===== config.mk =====
export PLATFORM = sky130hd
export DESIGN_NAME = pipe_skid_reg
export DESIGN_NICKNAME = d
export VERILOG_FILES = /design/src/rtl/pipe_skid_reg.sv
export SDC_FILE = /design/constraint.sdc
export NUM_CORES = 1
export LEC_CHECK = 0
export CORE_UTILIZATION = 50
export CTS_CLUSTER_DIAMETER = 120
export DETAILED_ROUTE_END_ITERATION = 6
export HOLD_SLACK_MARGIN = 0.06
export PLACE_DENSITY = 0.8
export SYNTH_ARGS = -nofsm -noshare
export SYNTH_HDL_FRONTEND = slang
export SYNTH_SLANG_ARGS = --single-unit

===== constraint.sdc =====
create_clock -name clk -period 1.8 [get_ports clk]
set_input_delay 0.18 -clock clk [delete_from_list [all_inputs] [get_ports clk]]
set_output_delay 0.18 -clock clk [all_outputs]
set_load 0.02 [all_outputs]

===== src/rtl/pipe_skid_reg.sv =====
// Pipeline register stage with valid/ready handshake and a 2-entry skid buffer.
// Handshake outputs decode registered state only, so out_ready never reaches in_ready combinationally.
module pipe_skid_reg #(
    parameter int               WIDTH     = 32,
    parameter logic [WIDTH-1:0] RESET_VAL = '0
) (
    input  logic             clk,
    input  logic             reset,
    input  logic             flush,
    input  logic             in_valid,
    output logic             in_ready,
    input  logic [WIDTH-1:0] in_data,
    output logic             out_valid,
    input  logic             out_ready,
    output logic [WIDTH-1:0] out_data,
    output logic [1:0]       occupancy
);

    typedef enum logic [1:0] {
        EMPTY = 2'd0,
        ONE   = 2'd1,
        FULL  = 2'd2
    } state_t;

    state_t           state_q, state_d;
    logic [WIDTH-1:0] main_q,  main_d;
    logic [WIDTH-1:0] skid_q,  skid_d;
    logic             in_fire;
    logic             out_fire;

    assign in_ready  = ~reset & (state_q != FULL);
    assign out_valid = (state_q != EMPTY);
    assign out_data  = main_q;
    assign occupancy = 2'(state_q);
    assign in_fire   = in_valid & in_ready;
    assign out_fire  = out_valid & out_ready;

    always_comb begin
        state_d = state_q;
        main_d  = main_q;
        skid_d  = skid_q;
        unique case (state_q)
            EMPTY: begin
                if (in_fire) begin
                    main_d  = in_data;
                    state_d = ONE;
                end
            end
            ONE: begin
                if (in_fire && out_fire) begin
                    main_d = in_data;
                end else if (in_fire) begin
                    skid_d  = in_data;
                    state_d = FULL;
                end else if (out_fire) begin
                    state_d = EMPTY;
                end
            end
            FULL: begin
                if (out_fire) begin
                    main_d  = skid_q;
                    state_d = ONE;
                end
            end
            default: state_d = EMPTY;
        endcase
        // Squash drops every held entry, including a word accepted this same cycle.
        if (flush) begin
            state_d = EMPTY;
            main_d  = main_q;
            skid_d  = skid_q;
        end
    end

    always_ff @(posedge clk) begin
        if (reset) begin
            state_q <= EMPTY;
            main_q  <= RESET_VAL;
            skid_q  <= RESET_VAL;
        end else begin
            state_q <= state_d;
            main_q  <= main_d;
            skid_q  <= skid_d;
        end
    end

endmodule


==> results of run 1 <==
==> report_power, final <==
part,switching [uW],internal (uW)
Clock,532,850
Combinational,234,233
Sequential,23.0,1500
==> logic make-up (layout without fill, tap and decap cells) <==
family,Yosys count,after routing,share of synthesized area (%)
AND/OR/NAND/NOR,111,111,21.88
AO/OA/AOI/OAI,100,100,19.24
flip-flops,66,66,42.24
buffers and inverters,40,109,6.080
multiplexers,33,33,10.56
==> per-stage QoR <==
stage | hold slack (ns) | util, % | instances | total power, uW
global route | 0.3799 | 70.22 | 494 | 3496
CTS | 0.3673 | 70.15 | 494 | 3390
finish | 0.3748 | 70.22 | 494 | 3372
floorplan | 0.2570 | - | 350 | 1783
detailed placement | 0.4515 | 66.48 | 479 | 2021
global placement | 0.4447 | 66.48 | 479 | 2015
==> area by class of cell <==
| type | count | area share (%) |
|---|---|---|
| multi-input combinational | 244 | 38.79 |
| sequential | 66 | 31.47 |
| timing repair buffer | 92 | 22.13 |
| clock buffer | 13 | 3.778 |
| tap | 75 | 2.231 |
| clock inverter | 2 | 1.428 |
| inverter | 2 | 0.1785 |
==> cell usage in the layout (no fill, tap or decap), types with 2 or more instances in the layout <==
cell type / n
a21oi_1: 34
buf_12: 5
buf_4: 15
bufinv_16: 2
clkbuf_1: 2
clkbuf_8: 11
clkdlybuf4s50_1: 70
dfxtp_1: 64
dfxtp_2: 2
mux2i_1: 33
nand2_1: 33
nand3_1: 32
nor2_1: 2
nor3b_4: 2
o211ai_1: 32
o21ai_1: 32
or3b_1: 7
or3b_2: 28
==> registers in the layout, indices dropped and copies added (netlist names) <==
register and cells:
out_data 32, skid_q 32, occupancy 2
==> what timing repair did <==
item	4_1_cts	5_1_grt
pin swaps	0	0
resized for setup	1	2
gates cloned	0	0
hold endpoints to repair	0	0
hold buffers	0	0
setup endpoints to repair	2	1
==> path summary, 6_finish.rpt <==
check / start / endpoint / depth (start not counted)
setup / recovery: occupancy[1] / out_valid / 2
hold reg to reg: out_data[0] / out_data[0] / 2
hold / removal: reset / skid_q[1] / 3
setup reg to reg: occupancy[1] / out_data[7] / 4
==> routing by layer <==
| layer | global-route usage [%] | vias to the layer above | share of wire (%) |
|---|---|---|---|
| li1 | - | 1402 | - |
| met1 | 31.32 | 1361 | 45 |
| met2 | 43.28 | 80 | 49 |
| met3 | 5.056 | 8 | 4.8 |
| met4 | 8.036 | 0 | 1.1 |
| met5 | 0 | - | 0 |
==> critical path, stage by stage, from the launching register on <==
cell and delay, ns:
dfxtp_2 0.38, or2_2 0.28, clkdlybuf4s50_1 0.53
==> run_results.csv, run 1 <==
group,metric,value,unit
worst_setup_path,worstPathMaxFanout,12,
worst_setup_path,r2r_slack,0.20,ns
finish,fin_area,0.004207,sq mm
yosys,ys_ff_latch,66,
sta,setup_viol,0,
finish,multiInputGateArea,0.001632,sq mm
finish,syn2layout_area_growth,34.48,%
routing,drt-pass1-iter-count,4,
finish,nFillCells,472,
routing,drtIter0Drc,240,
worst_setup_path,critPathKind,"reg -> out",
yosys,syn_area_per_cell,8.937,sq um
place,portBuffers,72,
clock_tree,cts_buffers,9,
clock_tree,clock_tree.buffer_depth,2,
routing,drt_wl_total,7.873,mm
clock_tree,post_cts_buffers,0,
yosys,ys.flop_type,"dfxtp_1",
global_route,grt_overflow,0,
routing,vias,2851,
global_route,antenna_found_initial,0,
sta,fin_worst_skew,0.007931,ns
yosys,async_flop_share,0,%
sta,hold_viol,0,
floorplanning,core,0.005991,sq mm
worst_setup_path,worstSetupStartpointType,"register",
pwr,p_leak,0.001584,uW
yosys,yosysMostFrequentCell,"dfxtp_1",
routing,wl_per_cell,15.94,um
routing,drtAntennaViolNets,0,
outcome,status,"completed",
pwr,vdd.ir_drop.worst,0.4677,mV
clock_tree,htree_levels,3,
yosys,synth.area.top_cells,"dfxtp_1, mux2i_1, or3b_2, o211ai_1, a21oi_1",
hold_path,hp-class,"in -> reg",
clock_tree,worstSkewPairLatency,0.33,ns
global_route,grt_max_degree,34,
worst_setup_path,cp-end-kind,"output port",
global_route,grt_first_pass_wirelength,12.65,mm
floorplanning,start_util,52.21,%
sta,tightest_slew,0.3919,ns
place,dp_hpwl,4.903,mm
clock_tree,clock-root-buffer,"clkbuf_8",
clock_tree,cts.sinks,66,
routing,vias_per_cell,5.771,
worst_setup_path,critical_path_required,1.62,ns
yosys,yosysWarnings,0,
floorplanning,chipHeight,81.10,um
pwr,power_density,801.6,mW/mm^2
finish,final-seq-area,0.001324,sq mm
floorplanning,die_w,81.10,um
yosys,synth_edf_count,0,
sta,period_needed,1.707,ns
yosys,synth_top_area_share,42.24,%
yosys,yosysTopAreaCell,"dfxtp_1",
sta,slew_violations,0,
finish,drive_gt1_share,16.95,%
floorplanning,die_area,0.006576,sq mm
sta,finalSetupTns,0,ns
routing,drcViolationCount,0,
sta,max_freq,585.7,MHz
yosys,synth_cells,350,
clock_tree,path_clk_slew,0.07,ns
sta,rsz0062_at_grt,"false",
sta,relSlewSlack,73.88,%
yosys,synth_common_cells,"dfxtp_1, a21oi_1, mux2i_1, nand2_1",
yosys,synth_cell_type_count,25,
yosys,netlist_area,0.003128,sq mm
place,routabilityCongestion,0.7984,
sta,fin_crit_sh,94.86,%
sta,fin_ws,0.09260,ns
global_route,grt_pass1_vias,2745,
place,postPlaceCellArea,0.003983,sq mm
global_route,grt_use_total,25.15,%
yosys,synth_seq_area_share,42.24,%
flow_run,cap_viol_max_count,0,
clock_tree,cts_tree,"done",
finish,layout.nets,452,
place,pre_cts_slack,-0.02450,ns
finish,antenna_cells,0,
yosys,synth_nets,387,
floorplanning,num_rows,28,
worst_setup_path,worstPathArrival,1.53,ns
floorplanning,ios,73,
(Power assumes the default switching activity.)
==> inputs of run 2 (changes only) <==
--- a/config.mk
+++ b/config.mk
@@ -5,6 +5,7 @@
 export SDC_FILE = /design/constraint.sdc
 export NUM_CORES = 1
 export LEC_CHECK = 0
+export ABC_CLOCK_PERIOD_IN_PS = 1800
 export CORE_UTILIZATION = 50
 export CTS_CLUSTER_DIAMETER = 120
 export DETAILED_ROUTE_END_ITERATION = 6
==> results of run 2 <==
No change in the layout: final DEF, timing and power equal those of run 1.
